File: config.mk
export PLATFORM = sky130hd
export DESIGN_NAME = l2_input_sched
export DESIGN_NICKNAME = d
export VERILOG_FILES = /design/src/rtl/l2_input_sched_pkg.sv /design/src/rtl/l2_fence_fsm.sv /design/src/rtl/l2_input_sched.sv
export SDC_FILE = /design/constraint.sdc
export NUM_CORES = 1
export LEC_CHECK = 0
export ABC_AREA = 1
export CORE_AREA = 2 2 44 46
export DETAILED_ROUTE_END_ITERATION = 8
export DIE_AREA = 0 0 46 48
export HOLD_SLACK_MARGIN = 0.02
export PLACE_DENSITY_LB_ADDON = 0.15
export SYNTH_ARGS = -nofsm -noshare
export SYNTH_HDL_FRONTEND = slang
export SYNTH_SLANG_ARGS = --single-unit
File: constraint.sdc
create_clock -name clk -period 3.05 [get_ports clk]
set_input_delay 0.915 -clock clk [delete_from_list [all_inputs] [get_ports clk]]
set_output_delay 0.915 -clock clk [all_outputs]
set_load 0.03 [all_outputs]
File: src/rtl/l2_input_sched_pkg.sv
// Shared types and MSHR sizing for the L2 input scheduler.
package l2_input_sched_pkg;

  localparam int N_MSHR       = 4;
  localparam int MSHR_BITS_P1 = $clog2(N_MSHR + 1);

  typedef enum logic [1:0] {
    SEL_RSP = 2'd0,
    SEL_FWD = 2'd1,
    SEL_REQ = 2'd2
  } l2_sel_t;

  typedef enum logic [1:0] {
    IDLE,
    WAIT_MSHR,
    DRAIN,
    DONE
  } l2_fence_state_t;

endpackage

File: src/rtl/l2_fence_fsm.sv
// Fence sequencer: waits for all MSHRs to free, optionally drains, then
// pulses the ongoing_fence/ongoing_drain set/clear triggers.
module l2_fence_fsm
  import l2_input_sched_pkg::*;
(
  input  logic                    clk,
  input  logic                    rst,
  input  logic                    fence_accept,
  input  logic                    fence_rel,
  input  logic [MSHR_BITS_P1-1:0] mshr_cnt,
  input  logic                    drain_done,
  output logic                    idle,
  output logic                    set_ongoing_fence,
  output logic                    clr_ongoing_fence,
  output logic                    set_ongoing_drain,
  output logic                    clr_ongoing_drain,
  output logic                    fence_done
);

  l2_fence_state_t state, state_nxt;
  logic            rel_q;
  logic            mshr_all_free;

  assign mshr_all_free = (mshr_cnt == MSHR_BITS_P1'(N_MSHR));

  // NOTE: state registers use non-blocking assignments so every flop samples
  // pre-edge values regardless of block evaluation order.
  always_ff @(posedge clk or negedge rst) begin
    if (!rst) begin
      state <= IDLE;
      rel_q <= 1'b0;
    end else begin
      state <= state_nxt;
      if (fence_accept) rel_q <= fence_rel;
    end
  end

  // NOTE: every output gets a default before the case so no latch is inferred.
  always_comb begin
    state_nxt         = state;
    idle              = 1'b0;
    set_ongoing_fence = 1'b0;
    clr_ongoing_fence = 1'b0;
    set_ongoing_drain = 1'b0;
    clr_ongoing_drain = 1'b0;
    fence_done        = 1'b0;
    case (state)
      IDLE: begin
        idle = 1'b1;
        if (fence_accept) begin
          set_ongoing_fence = 1'b1;
          state_nxt         = WAIT_MSHR;
        end
      end
      WAIT_MSHR: begin
        // drain_done arriving on this cycle belongs to no drain we started
        if (mshr_all_free) begin
          set_ongoing_drain = rel_q;
          state_nxt         = rel_q ? DRAIN : DONE;
        end
      end
      DRAIN: begin
        if (drain_done) begin
          clr_ongoing_drain = 1'b1;
          state_nxt         = DONE;
        end
      end
      DONE: begin
        clr_ongoing_fence = 1'b1;
        fence_done        = 1'b1;
        state_nxt         = IDLE;
      end
      default: state_nxt = IDLE;
    endcase
  end

endmodule

File: src/rtl/l2_input_sched.sv
// L2 input scheduler: arbitrates rsp/fwd/req/fence into a one-entry decision
// register, with starvation promotion of CPU requests over forwards.
module l2_input_sched
  import l2_input_sched_pkg::*;
#(
  parameter  int STARVE_MAX = 4,
  localparam int STARVE_W   = $clog2(STARVE_MAX + 1)
) (
  input  logic                    clk,
  input  logic                    rst,
  input  logic                    l2_rsp_in_valid,
  output logic                    l2_rsp_in_ready,
  input  logic                    l2_fwd_in_valid,
  output logic                    l2_fwd_in_ready,
  input  logic                    l2_req_in_valid,
  output logic                    l2_req_in_ready,
  input  logic                    l2_fence_valid,
  input  logic                    l2_fence_rel,
  output logic                    l2_fence_ready,
  input  logic                    evict_stall,
  input  logic                    set_conflict,
  input  logic                    fwd_stall,
  input  logic                    fwd_stall_ended,
  input  logic                    ongoing_atomic,
  input  logic [MSHR_BITS_P1-1:0] mshr_cnt,
  input  logic                    drain_done,
  output logic                    dec_valid,
  output logic [1:0]              dec_sel,
  input  logic                    dec_ready,
  output logic                    set_ongoing_fence,
  output logic                    clr_ongoing_fence,
  output logic                    set_ongoing_drain,
  output logic                    clr_ongoing_drain,
  output logic                    fence_done
);

  logic                slot_free;
  logic                fwd_elig;
  logic                req_elig;
  logic                starved;
  logic                fence_idle;
  logic [STARVE_W-1:0] starve_cnt;

  // Readies are gated by rst so nothing is accepted while reset is held.
  always_comb begin
    slot_free       = rst && (!dec_valid || dec_ready);
    fwd_elig        = l2_fwd_in_valid && (!fwd_stall || fwd_stall_ended);
    req_elig        = l2_req_in_valid && (mshr_cnt != '0) && !evict_stall &&
                      !set_conflict && !ongoing_atomic && fence_idle;
    starved         = (starve_cnt == STARVE_W'(STARVE_MAX));
    l2_rsp_in_ready = 1'b0;
    l2_fwd_in_ready = 1'b0;
    l2_req_in_ready = 1'b0;
    l2_fence_ready  = 1'b0;
    if (slot_free) begin
      if (l2_rsp_in_valid)              l2_rsp_in_ready = 1'b1;
      else if (req_elig && starved)     l2_req_in_ready = 1'b1;
      else if (fwd_elig)                l2_fwd_in_ready = 1'b1;
      else if (req_elig)                l2_req_in_ready = 1'b1;
      else if (l2_fence_valid && fence_idle) l2_fence_ready = 1'b1;
    end
  end

  always_ff @(posedge clk or negedge rst) begin
    if (!rst) begin
      dec_valid <= 1'b0;
      dec_sel   <= SEL_RSP;
    end else if (slot_free) begin
      // A fence grant frees the slot without producing a decode decision.
      dec_valid <= l2_rsp_in_ready || l2_fwd_in_ready || l2_req_in_ready;
      if (l2_rsp_in_ready)      dec_sel <= SEL_RSP;
      else if (l2_fwd_in_ready) dec_sel <= SEL_FWD;
      else if (l2_req_in_ready) dec_sel <= SEL_REQ;
    end
  end

  always_ff @(posedge clk or negedge rst) begin
    if (!rst) begin
      starve_cnt <= '0;
    end else if (!l2_req_in_valid || l2_req_in_ready) begin
      starve_cnt <= '0;
    end else if (l2_fwd_in_ready && req_elig && !starved) begin
      starve_cnt <= starve_cnt + 1'b1;
    end
  end

  l2_fence_fsm u_fence_fsm (
    .clk               (clk),
    .rst               (rst),
    .fence_accept      (l2_fence_ready),
    .fence_rel         (l2_fence_rel),
    .mshr_cnt          (mshr_cnt),
    .drain_done        (drain_done),
    .idle              (fence_idle),
    .set_ongoing_fence (set_ongoing_fence),
    .clr_ongoing_fence (clr_ongoing_fence),
    .set_ongoing_drain (set_ongoing_drain),
    .clr_ongoing_drain (clr_ongoing_drain),
    .fence_done        (fence_done)
  );

endmodule

[After elaboration in Yosys (flattened, before gate mapping)]
Index checks and enable logic that the tools add are counted.
Word-level totals
  word-level logic and storage cells: 78
  flip-flop bits (word level): 9
  bits of input ports: 17
Operators by class
  muxes and demuxes: 35
  reductions and logical operators: 29
  add/subtract/negate cells: 1
  equal/unequal tests: 8
Operators with widths (number)
  2-to-1 mux 1 bit: 26
  2-to-1 mux 2 bit: 6
  logical AND 1 bit: 11
  one-hot mux 2 bit (4 select lines): 1
  logical NOT 1 bit: 7
  == test 3 bit, second input constant: 2
  2-to-1 mux 3 bit: 2
  nonzero test 3 bit: 2
  logical OR 1 bit: 5
  == test 2 bit, second input constant: 2
  inequality test 2 bit, second input constant: 2
  adder 3 x 1 -> 3 bit, second input constant: 1
  AND reduction 3 bit: 1
  == test 2 x 1 -> 1 bit, second input constant: 1
  logical NOT 2 bit: 1
  inequality test 2 x 1 -> 1 bit, second input constant: 1
  AND reduction 2 bit: 1
  nonzero test 2 bit: 1

[Depth between registers and ports, before layout]
Gate-level depths: netlist of run 1.
  depth in word-level cells: 14
  mapped depth: 11

[Hierarchy]
From an unflattened synthesis of run 1, not the netlist that was laid out.
Unflattened totals
  cell total of the unflattened synthesis: 102
  area, all modules: 715.7 µm²
By module, submodules not included
  l2_input_sched: cells an instance 62, sequential area each 150.1 µm², area an instance 435.4 µm², instances 1
  l2_fence_fsm: cells an instance 40, sequential area each 75.1 µm², area an instance 280.3 µm², instances 1

[Worst setup path before layout of run 1]
Ideal clock, no wire load.
  path kind: in2out
  start point: in evict_stall
  end point: out l2_req_in_ready
  arrival time: 1.874 ns
  slack: 0.261 ns
  cell stages on the path: 3
  required time: 2.135 ns
  buffers on the path: 0
  path through: nor3_2 nand3_2 nor3_1
On the way
  longest elaborated chain between the ends: 10
  elaborated cells between the ends (all ways): 11
RTL lines
  start, declared: RTL line l2_input_sched.sv:20  | input logic evict_stall,
  logical NOT 1 bit *: RTL line l2_input_sched.sv:48  | req_elig = l2_req_in_valid && (mshr_cnt != '0) && !evict_stall &&
  logical AND 1 bit * (2 in a row): RTL line l2_input_sched.sv:48
  logical AND 1 bit * (2 in a row): RTL line l2_input_sched.sv:49  | !set_conflict && !ongoing_atomic && fence_idle;
  2-to-1 mux 1 bit: RTL line l2_input_sched.sv:59  | else if (req_elig) l2_req_in_ready = 1'b1;
  2-to-1 mux 1 bit: RTL line l2_input_sched.sv:58  | else if (fwd_elig) l2_fwd_in_ready = 1'b1;
  2-to-1 mux 1 bit *: RTL line l2_input_sched.sv:57  | else if (req_elig && starved) l2_req_in_ready = 1'b1;
  2-to-1 mux 1 bit *: RTL line l2_input_sched.sv:56  | if (l2_rsp_in_valid) l2_rsp_in_ready = 1'b1;
  2-to-1 mux 1 bit *: RTL line l2_input_sched.sv:55  | if (slot_free) begin
  end, declared: RTL line l2_input_sched.sv:16  | output logic l2_req_in_ready,
Mark *: on every way between the ends. The rest lies on a longest branch, timed or not.

[Worst setup path after layout of run 1]
  start point: in l2_req_in_valid
  end point: out l2_fwd_in_ready
On the way
  longest elaborated chain between the ends: 9
RTL lines
  start, declared: RTL line l2_input_sched.sv:15  | input logic l2_req_in_valid,
  logical AND 1 bit (3 in a row): RTL line l2_input_sched.sv:48
  logical AND 1 bit (2 in a row): RTL line l2_input_sched.sv:49
  logical AND 1 bit: RTL line l2_input_sched.sv:57
  2-to-1 mux 1 bit: RTL line l2_input_sched.sv:57
  2-to-1 mux 1 bit: RTL line l2_input_sched.sv:56
  2-to-1 mux 1 bit: RTL line l2_input_sched.sv:55
  end, declared: RTL line l2_input_sched.sv:14  | output logic l2_fwd_in_ready,
No other way between the ends.

==> impl_metrics.env, run 1 <==
export IMPL_ys_ff_latch=9
export IMPL_dp_cells=148
export IMPL_hold_viol=0
export IMPL_synthArstFlopShare_pct=100
export IMPL_cts_made_buffers=3
export IMPL_die_w_um=46
export IMPL_peakVddDrop_mv=0.325
export IMPL_postSynthCellCount=100
export IMPL_post_drt_wl_per_cell_um=9.76
export IMPL_yosysTopAreaCell="dfrtp_1"
export IMPL_die_y_um=48
export IMPL_arrival_ns=2.08
export IMPL_initial_core_util_pct=43.5
export IMPL_syn_area_per_cell_sq_um=7.34
export IMPL_sw_frac_of_total_pct=42.4
export IMPL_pin_count=29
export IMPL_grt_pass1_vias=569
export IMPL_p_per_area_nw_per_um2=521
export IMPL_crit_type="in -> out"
export IMPL_synth_warnings=0
export IMPL_cts_tree="yes"
export IMPL_pwr_share_comb_pct=52.9
export IMPL_yosys_top_cells_count="nand2_1 (25), inv_1 (23), dfrtp_1 (9)"
export IMPL_yosysMostFrequentCell="nand2_1"
export IMPL_worstPathMaxFanout=5
export IMPL_fin_cells=152
export IMPL_preCtsSetupSlack_ns=0.0363
export IMPL_power_frac_seq_pct=31.0
export IMPL_gp_congestion=0.720
export IMPL_finClkSkew_ns=0.000316
export IMPL_max_slew_margin_pct=78.8
export IMPL_fin_nets=160
export IMPL_holdWs_ns=0.513
export IMPL_synth_area_mux_share_pct=0
export IMPL_cap_violations=0
export IMPL_synth_xor_area_share_pct=1.19
export IMPL_htree_levels=1
export IMPL_postRouteAntennaNets=0
export IMPL_stdcell_area_sq_um=1070
export IMPL_antenna_cells=0
export IMPL_drt_iter0_markers=16
export IMPL_status="completed"
export IMPL_cts_buffer_depth=2
export IMPL_clockRootBuffer="clkbuf_4"
export IMPL_syn_area_sq_um=734
export IMPL_worst_slew_pin_slew_ns=0.317
export IMPL_yosys_area_share_adder_pct=11.9
export IMPL_clockPowerShare_pct=16.1
export IMPL_p_int_uw=321
export IMPL_finalWirelength_um=1480
export IMPL_antenna_found_initial=0
export IMPL_yosys_area_share_simple_pct=37.3
export IMPL_num_rows=15
export IMPL_gr_usage_all_layers_pct=14.0
export IMPL_gr_total_overflow=0
export IMPL_setup_slack_ns=0.0557
export IMPL_core_sq_um=1690
export IMPL_cts_sinks=9
export IMPL_dr_pass1_iters=4
export IMPL_postCtsSetupBuffers=0
export IMPL_rsz0062_at_grt="no"
export IMPL_synth_compound_area_share_pct=6.13
export IMPL_synth_edf_count=0
export IMPL_clk_pin_slew_worst_paths_ns=0.06
export IMPL_drc=0
export IMPL_synth_top_area_share_pct=30.7
export IMPL_vias=723
export IMPL_power_leakage_nw=0.575
export IMPL_synth_area_leaders="dfrtp_1 (31%), nand2_1 (13%), ha_1 (12%), inv_1 (12%), nand4_1 (4.3%)"
export IMPL_viasPerCell=4.76
export IMPL_synth_distinct_cells=19
export IMPL_synth_nets=124
export IMPL_drive_gt1_share_pct=18.5
export IMPL_synth_top_family_by_area="simple AND/OR/NAND/NOR gates"
export IMPL_cp_end_kind="output pin"
export IMPL_fin_crit_ns=2.99
export IMPL_power_switching_uw=236
export IMPL_fmax_mhz=334
export IMPL_maxSlewViolCount=0
export IMPL_hp_class="reg -> reg"
export IMPL_placed_area_sq_um=1040
export IMPL_hpwl_um=1250
export IMPL_required_ns=2.13
export IMPL_setup_viol=0
export IMPL_clk_latency_ns=0.26
export IMPL_design_die_area_sq_um=2210
export IMPL_ys_flop_type="dfrtp_1"
export IMPL_port_buffers=28
export IMPL_tns_ns=0
export IMPL_grt_pass1_wl_um=2170
export IMPL_min_period_over_period_pct=98.2
export IMPL_grt_max_degree=11
export IMPL_syn_to_final_growth_pct=45.7
export IMPL_finalPower_uw=558
export IMPL_synth_seq_area_share_pct=30.7
export IMPL_final_util_pct=63.3
export IMPL_crit_path_start_kind="input port"
==> registers in the layout, indices dropped and copies added (netlist names) <==
name	count
dec_sel	2
u_fence_fsm.rel_q	1
dec_valid	1
starve_cnt	3
u_fence_fsm.state	2
==> path summary, 6_finish.rpt <==
| path | start | to | slack [ns] | cells after the start |
|---|---|---|---|---|
| hold reg to reg | dec_sel[1] | dec_sel[1] | 0.51 | 2 |
| max in group asynchronous | rst | dec_sel[1] | 1.76 | 3 |
| setup reg to reg | u_fence_fsm.state[0] | dec_sel[0] | 1.49 | 9 |
| hold / removal | dec_sel[1] | dec_sel[1] | 0.51 | 2 |
| min in group asynchronous | rst | starve_cnt[0] | 1.16 | 3 |
| setup / recovery | l2_req_in_valid | l2_fwd_in_ready | 0.06 | 7 |
==> cell type report <==
type	count	area, sq um
sequential	9	225
clock buffer	4	26.3
inverter	23	86.3
timing repair buffer	32	293
fill	166	619
tap	17	21.3
multi-input combinational	67	418
==> routing by layer <==
| layer | vias up | global-route usage, % | share of wire (%) |
|---|---|---|---|
| met4 | 0 | 3.43 | 0 |
| li1 | 379 | - | - |
| met2 | 21 | 23.6 | 49 |
| met5 | - | 0 | 0 |
| met1 | 323 | 15.8 | 44 |
| met3 | 0 | 7.17 | 6.3 |
==> power by group through the flow <==
stage | sequential, mW | clock, mW | combinational, mW
global placement | 0.176 | 0 | 0.290
global route | 0.179 | 0.102 | 0.324
detailed placement | 0.175 | 0 | 0.297
finish | 0.173 | 0.0898 | 0.295
floorplan | 0.178 | 0 | 0.198
CTS | 0.174 | 0.0958 | 0.298
==> critical path, cell delays in order <==
cell and delay, ns:
clkdlybuf4s50_1 0.48, inv_1 0.09, nor2_4 0.12, nand4_1 0.13, nand2_2 0.13, inv_1 0.05, buf_4 0.16
==> cells in the final DEF, fill, tap and decap left out <==
master / n
a21oi_2: 2
a22oi_1: 1
buf_4: 11
clkbuf_1: 1
clkbuf_4: 3
clkdlybuf4s50_1: 21
dfrtp_1: 9
ha_1: 7
inv_1: 23
nand2_1: 24
nand2_2: 4
nand3_1: 5
nand3_2: 1
nand3b_1: 2
nand3b_4: 1
nand4_1: 5
nor2_1: 6
nor2_4: 2
nor3_1: 1
nor3_2: 1
o21ai_1: 4
xnor2_1: 1
==> kinds of logic (layout without fill, tap and decap cells) <==
kind of cell / count (synthesis) / count (layout)
xor gates and xnor gates: 1 / 1
DFF: 9 / 9
and+or+nand+nor: 52 / 52
buffers and inverters: 24 / 59
AOI/OAI and AO/OA: 7 / 7
adders and majority gates: 7 / 7
==> timing repair <==
item                                    in CTS  in global routing
endpoints found under the setup margin       0                  1
hold buffers                                 0                  0
resized for setup                            0                  1
Note: power is estimated with default switching activity, not from simulation.
==> inputs of run 2 (changes only) <==
- PLACE_DENSITY: unset -> 0.9
- PLACE_DENSITY_LB_ADDON: 0.15 -> unset
- SKIP_LAST_GASP: unset -> 1
==> run 2 against run 1 <==
  * Clock skew is 0.0069 ns higher
  * Via count rose by 4.1%
  * Total power grew 2.1%
  * Maximum frequency rose by 0.92%
  * Cell count decreased by 0.66%
  * Hold slack improved by 0.013 ns
  * Sequential cell count did not move
  * Combinational power rose by 2%
  * Design area grew 0.12%
  * Non-clock buffer count decreased by 1
  * Utilization increased by 0.074 points
  * Sequential share of layout area barely moved
  * Critical path type unchanged
  * Largest cell class unchanged
==> impl_metrics.env, run 2 (synthesized netlist as in run 1, its figures left out) <==
export IMPL_num_rows=15
export IMPL_required_ns=2.13
export IMPL_antenna_cells=0
export IMPL_worst_slew_pin_slew_ns=0.311
export IMPL_hold_depth=2
export IMPL_r2r_slack_ns=1.44
export IMPL_crit_path_start_kind="input port"
export IMPL_die_w_um=46
export IMPL_gr_usage_all_layers_pct=17.6
export IMPL_post_drt_wl_per_cell_um=11.6
export IMPL_drc=0
export IMPL_power_frac_seq_pct=30.4
export IMPL_hpwl_um=1420
export IMPL_rsz0062_at_grt="no"
export IMPL_regMostFlops="starve_cnt"
export IMPL_dp_cells=146
export IMPL_status="completed"
export IMPL_layout_common_cells="nand2_1 (24), inv_1 (21), clkdlybuf4s50_1 (20)"
export IMPL_postCtsHoldBufs=0
export IMPL_cp_end_kind="output pin"
export IMPL_cp_top_family="buffers and inverters"
export IMPL_clockRootBuffer="clkbuf_4"
export IMPL_finalWirelength_um=1750
export IMPL_initial_core_util_pct=43.5
export IMPL_crit_type="in -> out"
export IMPL_cts_sinks=9
export IMPL_path_cells="clkdlybuf4s50_1, nor3_2, nand4_1, nand2_2, inv_1, buf_4"
export IMPL_setup_viol=0
export IMPL_min_from="dec_sel[1]"
export IMPL_min_period_over_period_pct=97.3
export IMPL_cts_buffer_depth=2
export IMPL_timing_rr_end="u_fence_fsm.state[1]"
export IMPL_r2r_cells=10
export IMPL_reg_largest_list="starve_cnt: 3 flops, dec_sel: 2 flops, u_fence_fsm.state: 2 flops"
export IMPL_design_die_area_sq_um=2210
export IMPL_worstPathMaxFanout=4
export IMPL_viasPerCell=4.99
export IMPL_gp_congestion=0.856
export IMPL_cap_violations=0
export IMPL_port_buffers=28
export IMPL_pin_count=29
export IMPL_die_y_um=48
export IMPL_power_switching_uw=247
export IMPL_holdPathEnd="dec_sel[1]"
export IMPL_drive_gt1_share_pct=20.1
export IMPL_pwr_share_comb_pct=53.1
export IMPL_crit_buf_inv=3
export IMPL_clk_pin_slew_worst_paths_ns=0.07
export IMPL_drt_iter0_markers=19
export IMPL_cts_made_buffers=3
export IMPL_peakVddDrop_mv=0.404
export IMPL_arrival_ns=2.05
export IMPL_slowest_stage="clkdlybuf4s50_1"
export IMPL_cp_slowest_stage_delay_ns=0.44
export IMPL_grt_pass1_wl_um=2730
export IMPL_sw_frac_of_total_pct=43.4
export IMPL_fin_crit_ns=2.97
export IMPL_timing_rr_start="u_fence_fsm.state[0]"
export IMPL_syn_to_final_growth_pct=45.8
export IMPL_clockPowerShare_pct=16.5
export IMPL_cts_tree="yes"
export IMPL_fmax_mhz=337
export IMPL_vias=753
export IMPL_fin_nets=159
export IMPL_p_per_area_nw_per_um2=531
export IMPL_crit_cells=6
export IMPL_p_int_uw=322
export IMPL_maxSlewViolCount=0
export IMPL_layout_commonest_cell="nand2_1"
export IMPL_postRouteAntennaNets=0
export IMPL_clk_latency_ns=0.26
export IMPL_hold_viol=0
export IMPL_max_slew_margin_pct=79.2
export IMPL_finClkSkew_ns=0.00718
export IMPL_core_sq_um=1690
export IMPL_gr_total_overflow=0
export IMPL_fin_cells=151
export IMPL_htree_levels=1
export IMPL_hp_class="reg -> reg"
export IMPL_grt_max_degree=11
export IMPL_tns_ns=0
export IMPL_largest_reg_flops=3
export IMPL_grt_pass1_vias=681
export IMPL_antenna_found_initial=0
export IMPL_power_leakage_nw=0.576
export IMPL_dr_pass1_iters=5
[run 2: cell count changes in the layout (fill, tap and decap cells not counted), sizes merged]
cell / before / now
clkdlybuf4s50: 21 / 20
buf: 11 / 10
dlymetal6s2s: 0 / 1
[run 2: metrics by stage]
step | total power, mW | hold slack [ns] | util [%] | setup slack, ns | instance area (sq um)
final | 0.569 | 0.526 | 63.4 | 0.0831 | 1070
after global routing | 0.616 | 0.552 | 63.4 | 0.00791 | 1070
after CTS | 0.569 | 0.532 | 62.3 | 0.0168 | 1050
after detailed placement | 0.471 | 0.521 | 60.7 | 0.0225 | 1030
after global placement | 0.457 | 0.490 | 60.7 | 0.0592 | 1030
after floorplan | 0.376 | 0.472 | - | 0.261 | 734
[run 2: area by class of cell]
cell class | instances | area (sq um)
clock buffer | 4 | 26.3
fill | 133 | 618
inverter | 23 | 86.3
multi-input combinational | 67 | 420
sequential | 9 | 225
tap | 17 | 21.3
timing repair buffer | 31 | 292
[run 2: repair_timing]
| item | CTS | global route |
|---|---|---|
| setup buffers | 0 | 1 |
| resized for setup | 0 | 6 |
| endpoints found under the hold margin | 0 | 0 |
| endpoints found under the setup margin | 0 | 2 |
[run 2: metal layers]
metal | track usage [%] | routed length, um | vias to the layer above
met2 | 32.5 | 927 | 26
met5 | 0 | 0 | -
met3 | 4.53 | 100 | 2
met4 | 6.86 | 19 | 0
met1 | 19.3 | 701 | 346
li1 | - | - | 379
[run 2: how the worst max path moves through the flow]
stage | startpoint | to | slack (ns)
floorplan | evict_stall | l2_req_in_ready | 0.26
global placement | l2_req_in_valid | l2_fwd_in_ready | 0.06
detailed placement | dec_ready | l2_fence_ready | 0.02
CTS | l2_req_in_valid | l2_fwd_in_ready | 0.02
global route | mshr_cnt[1] | l2_fwd_in_ready | 0.008
finish | evict_stall | l2_fwd_in_ready | 0.08
[run 2: power groups by stage]
stage                     Sequential (mW)  Clock, mW  Combinational [mW]
after floorplan                     0.178          0               0.198
after global placement              0.172          0               0.284
after detailed placement            0.174          0               0.297
after CTS                           0.171     0.0962               0.302
after global routing                0.175      0.106               0.335
final                               0.173     0.0937               0.302
[run 2: tightest hold or removal path: stages, from the launching register on]
cell and delay [ns]:
dfrtp_1 0.37, inv_1 0.07, a21oi_2 0.05
==> inputs of run 3 (changes only) <==
- CORE_AREA: 2 2 44 46 -> 2 2 43 45
- DIE_AREA: 0 0 46 48 -> 0 0 45 47
- PLACE_DENSITY: 0.9 -> 0.92
- SYNTH_HIERARCHICAL: unset -> 1
==> run 3 against run 2 <==
  * Via count up 0.13%
  * Largest cell class unchanged
  * Count of clock-buffer cells in the layout unchanged
  * Combinational power up 9.9%
  * Critical path depth up 2
  * Utilization up 5.2 points
  * Register-to-register slack worse by 0.48 ns
  * Largest power group unchanged
  * Sequential share of layout area down 1.1 points
  * Area after synthesis down 2.6%
  * Non-clock buffer count up 5
  * Wire length up 3.4%
  * Critical endpoint is now set_ongoing_fence
==> impl_metrics.env, run 3 <==
export IMPL_postRouteAntennaNets=0
export IMPL_regMostFlops="starve_cnt"
export IMPL_syn_area_sq_um=716
export IMPL_setup_viol=0
export IMPL_clk_latency_ns=0.25
export IMPL_gp_congestion=0.751
export IMPL_antenna_cells=0
export IMPL_gr_total_overflow=0
export IMPL_die_y_um=47
export IMPL_fin_crit_ns=3.01
export IMPL_power_switching_uw=261
export IMPL_min_from="dec_sel[1]"
export IMPL_grt_max_degree=12
export IMPL_viasPerCell=4.77
export IMPL_yosys_top_cells_count="nand2_1 (25), inv_1 (20), dfrtp_1 (9), nand3_1 (9)"
export IMPL_htree_levels=1
export IMPL_synth_seq_area_share_pct=31.5
export IMPL_p_per_area_nw_per_um2=524
export IMPL_rsz0062_at_grt="yes"
export IMPL_initial_core_util_pct=43.3
export IMPL_die_w_um=45
export IMPL_r2r_cells=15
export IMPL_vias=754
export IMPL_postSynthCellCount=102
export IMPL_preCtsSetupSlack_ns=-0.0464
export IMPL_crit_type="in -> out"
export IMPL_drt_iter0_markers=10
export IMPL_design_die_area_sq_um=2120
export IMPL_synth_nets=126
export IMPL_gr_usage_all_layers_pct=17.6
export IMPL_peakVddDrop_mv=0.375
export IMPL_pwr_share_comb_pct=55.9
export IMPL_max_slew_margin_pct=79.5
export IMPL_post_drt_wl_per_cell_um=11.4
export IMPL_cap_violations=0
export IMPL_core_sq_um=1650
export IMPL_finClkSkew_ns=0.000979
export IMPL_layout_common_cells="nand2_1 (21), inv_1 (20), clkdlybuf4s50_1 (15)"
export IMPL_hp_class="reg -> reg"
export IMPL_port_buffers=28
export IMPL_dr_pass1_iters=4
export IMPL_drive_gt1_share_pct=26.2
export IMPL_setup_slack_ns=0.0418
export IMPL_clockPowerShare_pct=14.9
export IMPL_worstPathMaxFanout=4
export IMPL_syn_to_final_growth_pct=58.2
export IMPL_grt_pass1_wl_um=2740
export IMPL_drc=0
export IMPL_status="completed"
export IMPL_syn_area_per_cell_sq_um=7.02
export IMPL_clockRootBuffer="clkbuf_4"
export IMPL_clk_pin_slew_worst_paths_ns=0.06
export IMPL_num_rows=15
export IMPL_largest_reg_flops=3
export IMPL_cts_made_buffers=3
export IMPL_cp_end_kind="output pin"
export IMPL_fin_cells=158
export IMPL_power_frac_seq_pct=29.2
export IMPL_synth_area_leaders="dfrtp_1 (31%), nand2_1 (13%), ha_1 (12%), inv_1 (10%), nand3_1 (6.3%)"
export IMPL_power_leakage_nw=0.674
export IMPL_synthArstFlopShare_pct=100
export IMPL_reg_largest_list="starve_cnt: 3 flops, dec_sel: 2 flops, u_fence_fsm/state: 2 flops"
export IMPL_arrival_ns=2.09
export IMPL_layout_commonest_cell="nand2_1"
export IMPL_synth_top_area_share_pct=31.5
export IMPL_antenna_found_initial=0
export IMPL_ys_ff_latch=9
export IMPL_dp_cells=151
export IMPL_crit_path_start_kind="input port"
export IMPL_fin_nets=166
export IMPL_fmax_mhz=332
export IMPL_tns_ns=0
export IMPL_timing_rr_end="u_fence_fsm/state[1]"
export IMPL_holdPathEnd="dec_sel[1]"
export IMPL_cts_buffer_depth=2
export IMPL_ys_flop_type="dfrtp_1"
export IMPL_synth_warnings=6
export IMPL_yosysMostFrequentCell="nand2_1"
export IMPL_synth_distinct_cells=18
export IMPL_yosysTopAreaCell="dfrtp_1"
export IMPL_finalPower_uw=593
export IMPL_required_ns=2.13
export IMPL_min_period_over_period_pct=98.6
export IMPL_hold_viol=0
export IMPL_worst_slew_pin_slew_ns=0.306
export IMPL_hold_depth=2
export IMPL_synth_edf_count=0
export IMPL_sw_frac_of_total_pct=44.1
export IMPL_cts_tree="yes"
export IMPL_p_int_uw=332
export IMPL_timing_rr_start="u_fence_fsm/state[0]"
export IMPL_grt_pass1_vias=731
export IMPL_finalWirelength_um=1810
export IMPL_maxSlewViolCount=0
export IMPL_r2r_slack_ns=0.96
export IMPL_cts_sinks=9
export IMPL_hpwl_um=1370
export IMPL_pin_count=29
export IMPL_final_util_pct=68.6
==> run 3: cell types whose count changed in the layout (fill, tap and decap cells not counted), moves of 2 or more <==
cell / before / now
nand2_2: 4 / 9
a21oi_2: 2 / 0
nand2_1: 24 / 21
dlymetal6s2s_1: 1 / 6
buf_4: 9 / 13
nand3_1: 5 / 8
o21ai_1: 4 / 2
clkdlybuf4s50_1: 20 / 15
==> run 3: logic make-up after synthesis <==
| family | after synthesis | synth area share [%] |
|---|---|---|
| AND/OR/NAND/NOR | 58 | 39.7 |
| buffers and inverters | 24 | 13.3 |
| flip-flops | 9 | 31.5 |
| adder cells (fa/ha/maj) | 7 | 12.2 |
| AO/OA/AOI/OAI | 3 | 2.10 |
| XOR/XNOR | 1 | 1.22 |
==> run 3: worst max-delay path by stage <==
stage / from / end / cells after the start
after floorplan: dec_ready / set_ongoing_fence / 6
after global placement: dec_ready / l2_fence_ready / 7
after detailed placement: dec_ready / l2_fence_ready / 7
after CTS: dec_ready / set_ongoing_fence / 8
after global routing: fwd_stall / set_ongoing_fence / 8
final: fwd_stall / set_ongoing_fence / 8
==> run 3: area by class of cell <==
cell class / instances / area, sq um
tap: 17 / 21.3
timing repair buffer: 36 / 345
inverter: 23 / 87.6
clock buffer: 4 / 26.3
fill: 135 / 519
sequential: 9 / 225
multi-input combinational: 69 / 427
==> run 3: what timing repair did <==
action / in CTS / in global routing
hold buffers: 0 / 0
resized for setup: 3 / 13
setup buffers: 1 / 2
endpoints found under the setup margin: 3 / 4
pin swaps: 2 / 5
==> run 3: metal layers <==
metal	up-vias	track usage, %	part of all wire (%)
met5	-	0	0
met4	0	8.24	0.88
met3	2	3.08	5.3
met2	24	32.6	54
met1	333	19.7	39
li1	395	-	-
==> run 3: worst max-delay path: stages <==
cell	delay, ns
clkdlybuf4s50_1	0.47
nand2_1	0.07
nand2_2	0.10
nand3_2	0.09
nor3_4	0.18
nand2_1	0.07
inv_1	0.07
buf_6	0.12
==> run 3: stage by stage <==
| step | instance area [sq um] | hold WS, ns |
|---|---|---|
| detailed placement | 1030 | 0.514 |
| finish | 1130 | 0.521 |
| global placement | 1030 | 0.512 |
| CTS | 1080 | 0.528 |
| floorplan | 721 | 0.508 |
| global route | 1130 | 0.568 |
==> run 3: power by group through the flow <==
stage | logic, mW | registers (mW) | clock network, mW
detailed placement | 0.316 | 0.175 | 0
CTS | 0.320 | 0.173 | 0.0916
floorplan | 0.212 | 0.179 | 0
finish | 0.332 | 0.173 | 0.0884
global route | 0.368 | 0.178 | 0.0979
global placement | 0.303 | 0.173 | 0
